`config.mk`:
```
export PLATFORM = sky130hd
export DESIGN_NAME = mem_arbiter
export DESIGN_NICKNAME = d
export VERILOG_FILES = /design/src/rtl/mem_arbiter.sv
export SDC_FILE = /design/constraint.sdc
export NUM_CORES = 1
export LEC_CHECK = 0
export ABC_AREA = 0
export CORE_MARGIN = 8
export CORE_UTILIZATION = 27
export CTS_CLUSTER_SIZE = 28
export DETAILED_ROUTE_END_ITERATION = 7
export SYNTH_ARGS = -nofsm -noshare
export SYNTH_HDL_FRONTEND = slang
export SYNTH_SLANG_ARGS = --single-unit
```
`constraint.sdc`:
```
create_clock -name clk -period 3.35 [get_ports clk]
set_input_delay 1.005 -clock clk [delete_from_list [all_inputs] [get_ports clk]]
set_output_delay 1.005 -clock clk [all_outputs]
set_load 0.005 [all_outputs]
```
`src/rtl/mem_arbiter.sv`:
```
`timescale 1ns/1ps
`default_nettype none
// ============================================================================
//  Module      : mem_arbiter
//  Description : Two-port memory arbiter (port 0 = CPU, port 1 = DMA/IO).
//                Latches the winning request in IDLE and drives a single memory
//                access while in BUSYx. The access ends on memReady or on a
//                wait-cycle timeout, and the requester gets a one-cycle ack in
//                DONE, with rdata/err valid in that cycle.
//                Build option MEM_ARB_RR_EN selects round-robin arbitration.
//                Without it, port 0 has fixed priority.
//  Revision    : 1.0 - initial release
// ============================================================================
module mem_arbiter #(
    parameter int M       = 16,   // data bus width
    parameter int N       = 32,   // address bus width
    parameter int TIMEOUT = 15    // max memReady wait cycles (1..255)
) (
    input  logic         clk,
    input  logic         rst,
    input  logic         req0,
    input  logic         we0,
    input  logic [N-1:0] addr0,
    input  logic [M-1:0] wdata0,
    output logic         ack0,
    input  logic         req1,
    input  logic         we1,
    input  logic [N-1:0] addr1,
    input  logic [M-1:0] wdata1,
    output logic         ack1,
    output logic [M-1:0] rdata,
    output logic         err,
    output logic [N-1:0] memAddr,
    output logic [M-1:0] memWrite,
    input  logic [M-1:0] memRead,
    output logic         memRE,
    output logic         memWE,
    input  logic         memReady
);

    localparam logic [1:0] S_IDLE  = 2'd0;
    localparam logic [1:0] S_BUSY0 = 2'd1;
    localparam logic [1:0] S_BUSY1 = 2'd2;
    localparam logic [1:0] S_DONE  = 2'd3;

    localparam logic [7:0] c_TIMEOUT = 8'(TIMEOUT);

    logic [1:0]   r_state;
    logic [7:0]   r_cnt;
    logic         r_port;     // port being served (0 or 1)
    logic         r_we;
    logic [N-1:0] r_addr;
    logic [M-1:0] r_wdata;
    logic [M-1:0] r_rdata;
    logic         r_err;

    logic         w_grant1;   // 1: port 1 wins this IDLE cycle
    logic         w_busy;

`ifdef MEM_ARB_RR_EN
    logic         r_last;     // port served by the most recent DONE

    // Remember which port completed last so contention alternates.
    always_ff @(posedge clk or posedge rst) begin
        if (rst) begin
            r_last <= 1'b1;
        end else if (r_state == S_DONE) begin
            r_last <= r_port;
        end
    end

    // On contention, the port not served last wins.
    assign w_grant1 = req1 && (!req0 || !r_last);
`else
    // Fixed priority: port 0 always wins on contention.
    assign w_grant1 = req1 && !req0;
`endif

    assign w_busy = (r_state == S_BUSY0) || (r_state == S_BUSY1);

    // Main controller: request capture, memory wait/timeout, completion.
    always_ff @(posedge clk or posedge rst) begin
        if (rst) begin
            r_state <= S_IDLE;
            r_cnt   <= 8'd0;
            r_port  <= 1'b0;
            r_we    <= 1'b0;
            r_addr  <= '0;
            r_wdata <= '0;
            r_rdata <= '0;
            r_err   <= 1'b0;
        end else begin
            case (r_state)
                S_IDLE: begin
                    if (req0 || req1) begin
                        r_port  <= w_grant1;
                        r_we    <= w_grant1 ? we1    : we0;
                        r_addr  <= w_grant1 ? addr1  : addr0;
                        r_wdata <= w_grant1 ? wdata1 : wdata0;
                        r_cnt   <= 8'd0;
                        r_state <= w_grant1 ? S_BUSY1 : S_BUSY0;
                    end
                end
                S_BUSY0, S_BUSY1: begin
                    // A ready memory wins over a timeout in the same cycle.
                    if (memReady) begin
                        if (!r_we) begin
                            r_rdata <= memRead;
                        end
                        r_err   <= 1'b0;
                        r_state <= S_DONE;
                    end else if (r_cnt == c_TIMEOUT) begin
                        r_rdata <= '0;
                        r_err   <= 1'b1;
                        r_state <= S_DONE;
                    end else begin
                        r_cnt <= r_cnt + 8'd1;
                    end
                end
                default: begin
                    r_state <= S_IDLE;
                end
            endcase
        end
    end

    // Outputs decode from state only, so reset clears them without waiting for a clock.
    assign ack0     = (r_state == S_DONE) && !r_port;
    assign ack1     = (r_state == S_DONE) &&  r_port;
    assign memRE    = w_busy && !r_we;
    assign memWE    = w_busy &&  r_we;
    assign memAddr  = w_busy ? r_addr  : '0;
    assign memWrite = w_busy ? r_wdata : '0;
    assign rdata    = r_rdata;
    assign err      = r_err;

endmodule
`default_nettype wire

```
==> summary.txt <==
Outcome
  • Outcome: complete, no violations

Critical path
  • Worst endpoint data arrival time: 2.08 ns
  • Slowest Stage Delay on Critical Path: 0.53 ns
  • CP bufs+invs: 3
  • Crit Path Class: flop to output pin
  • Critical path's top delay family: buffers and inverters
  • CP required: 2.34 ns
  • FF-to-FF setup slack: 1.35 ns
  • WP depth: 5
  • CP cell instances: inv_1 > ha_4 > buf_12 > and2_1 > clkdlybuf4s50_1
  • Crit path max-delay cell type: clkdlybuf4s50_1
  • R2R depth: 6
  • Worst r2r src: r_state[1]$_DFFE_PP0P_
  • CP Max Fanout: 28
  • Setup crit end kind: output pin
  • Worst r2r dst: r_cnt[5]$_DFFE_PP0P_
  • CP startpoint kind: flop

Timing
  • Setup-failing EPs final: 0
  • Fmax: 0.324 GHz
  • Tcrit/Tclk final: 92.2%
  • Clk_skew: 0.00573 ns
  • Min Tclk post-route: 3.09 ns
  • Worst slew margin: 56.0%
  • Final Hold Vio Count: 0
  • TNS Setup: 0 ns
  • Fin. max-slew vios: 0
  • Tightest Pin Transition: 0.660 ns
  • RSZ-0062 raised after global routing: false

Hold path
  • Worst Hold Launch: r_addr[22]$_DFFE_PP0P_
  • HP Class: flop to flop
  • Hold-critical path endpoint: r_addr[22]$_DFFE_PP0P_
  • Hold Path Cell Cnt: 2

Final layout
  • Core Util, Final: 44.0%
  • Area growth syn-to-layout: 61.8%
  • Share of layout cells above drive strength 1: 5.77%
  • Final #Nets: 690
  • Antenna cell count: 0

Detailed routing
  • Remaining routing DRC violations: 0
  • Final ANT Viol Nets: 0
  • Post-Route WL: 11800 µm
  • Drt initial violations: 81
  • Vias/cell: 4.45
  • Avg WL per Cell: 15.6 µm
  • DR vias: 3364
  • Detailed Routing Iterations Pass 1: 4

Floorplan
  • Initial Utilization: 27.2%
  • Die area: 18500 µm²
  • DIE HEIGHT: 136 µm
  • Std cell rows: 44
  • Core area: 14300 µm²
  • Die extent in x: 136 µm
  • I/O pins: 188

Placed design
  • Last weighted congestion value of the routability-driven placer: 0.800
  • Detailed placer's ending HPWL: 8980 µm
  • PortBufs: 187

Synth
  • Synth Net Count: 510
  • Post-synthesis cell type count: 42
  • Top_reg_cell synth: dfrtp_1
  • Share of Yosys cell area claimed by the top area cell type: 49.5%
  • Number of synthesized flops with an enable pin: 0
  • Synth async-reset ratio: 100%
  • Post-Synthesis Cells: 388
  • Top post-synthesis cells by area: dfrtp_1 (49%), mux2i_1 (13%), and2_1 (8.0%), o21ai_0 (6.8%), nand2_1 (5.3%)
  • Mapped cell area: 3900 µm²
  • Avg Inst Size Synth: 10.0 µm²
  • Area leader, netlist: dfrtp_1
  • Sequential-to-total area share from yosys stat: 49.5%
  • Yosys warnings: 0
  • Number of synthesized register bits: 77

Clocking
  • Clock-pin slew on the worst setup and hold paths: 0.06 ns
  • Hold buffers post-CTS: 0
  • Post_cts resized: 0
  • Clk Latency, worst-skew pair: 0.33 ns
  • CTS tree: yes
  • Clock sinks: 77
  • Root buf cell: clkbuf_16
  • Maximum root-to-sink buffer count: 2
  • # H-tree levels: 3
  • Postcts setup bufs: 0
  • TritonCTS buffer count: 9

Flow run
  • Max-cap violations: 0

GRT
  • Gr ovfl total: 0
  • Vias in the first global route: 3673
  • Total track usage: 12.8%
  • Initial antenna violation count: 0
  • First-pass GRT wire length: 18900 µm
  • Largest net degree at the start of global routing: 100

Power and ir drop
  • P per Cell Area: 798 nW/µm²
  • Leak Pwr: 2.60 nW
  • Max VDD drop: 301 µV
## cells in the mapped netlist, types with 2 or more instances
cell type / number
dfrtp_1: 77
nand2_1: 55
o21ai_0: 53
and2_1: 50
mux2i_1: 49
a22o_1: 16
clkbuf_1: 15
buf_2: 9
a21oi_1: 6
nand3_1: 6
inv_1: 5
nor2_1: 5
nor2b_1: 4
a31oi_1: 3
ha_1: 3
a221o_1: 2
nor3b_1: 2
o211ai_1: 2
o21ai_1: 2
o41ai_1: 2
## report_power, final
part / internal, W / switching (W)
clock: 0.000569 / 0.000367
combinational: 0.00143 / 0.00109
sequential: 0.00134 / 0.000229
total: 0.00335 / 0.00168
## layer usage
layer,GRT usage (%),up-vias,part of all wire (%),routed length [µm]
met3,3.77,17,6.8,802
li1,-,1714,-,-
met1,15.3,1529,43,5080
met5,0,-,0,0
met4,5.25,0,1.9,221
met2,21.2,104,48,5720
## state kept, by name, summed over array words and instances, names as in the netlist
| name | flops |
|---|---|
| r_addr | 32 |
| rdata | 16 |
| r_cnt | 8 |
| r_we | 1 |
| r_port | 1 |
| r_wdata | 16 |
| err | 1 |
| r_state | 2 |
## cell families (layout without fill, tap and decap cells)
group | Yosys count | in the layout | share of synthesized area, %
and+or+nand+nor | 133 | 133 | 18.2
AOI/OAI and AO/OA | 95 | 95 | 15.3
DFF | 77 | 77 | 49.5
muxes | 49 | 49 | 12.6
buffers and inverters | 31 | 215 | 3.56
adders and majority gates | 3 | 3 | 0.963
## how the worst max path moves through the flow
stage                           startpoint              end  slack, ns
floorplan                              rst  err$_DFFE_PP0P_       0.38
global placement    r_state[1]$_DFFE_PP0P_            memRE       0.48
detailed placement  r_state[1]$_DFFE_PP0P_            memRE       0.40
CTS                 r_state[1]$_DFFE_PP0P_            memRE       0.02
global route        r_state[1]$_DFFE_PP0P_      memWrite[4]       0.12
finish              r_state[1]$_DFFE_PP0P_      memAddr[17]       0.26
## metrics by stage
stage | total power [W] | area, µm² | std cells | setup WS (ns) | hold slack (ns)
2_1_floorplan | 0.00272 | 3900 | 388 | 0.378 | 0.442
3_3_place_gp | 0.00408 | 6010 | 741 | 0.479 | 0.457
3_5_place_dp | 0.00413 | 6010 | 741 | 0.401 | 0.462
4_1_cts | 0.00510 | 6290 | 756 | 0.0152 | 0.475
5_1_grt | 0.00545 | 6300 | 756 | 0.121 | 0.490
6_report | 0.00503 | 6300 | 756 | 0.261 | 0.470
## placed cells by master, fill, tap and decap left out, types with 2 or more instances in the layout
master	n
a21oi_1	6
a221o_1	2
a22o_1	16
a31oi_1	3
and2_1	50
buf_12	4
buf_4	4
clkbuf_16	9
clkdlybuf4s50_1	187
clkinv_2	4
dfrtp_1	77
ha_1	2
inv_1	4
mux2i_1	49
nand2_1	55
nand3_1	6
nor2_1	5
nor2b_1	3
nor3b_1	2
o211ai_1	2
o21ai_0	53
o41ai_1	2
## tightest hold or removal path, stage by stage, from the launching register on
cell and delay (ns):
dfrtp_1 0.33, nand2_1 0.04, o21ai_0 0.06
## layout make-up
cell class / instances / area, µm²
clock buffers: 10 / 229
clock inverters: 5 / 52.6
fillers: 1390 / 8010
inverters: 5 / 20.0
multi-input cells: 280 / 1860
flip-flops and latches: 77 / 1930
well taps: 184 / 230
repair buffers: 195 / 1980
Note: power is estimated with default switching activity, not from simulation.
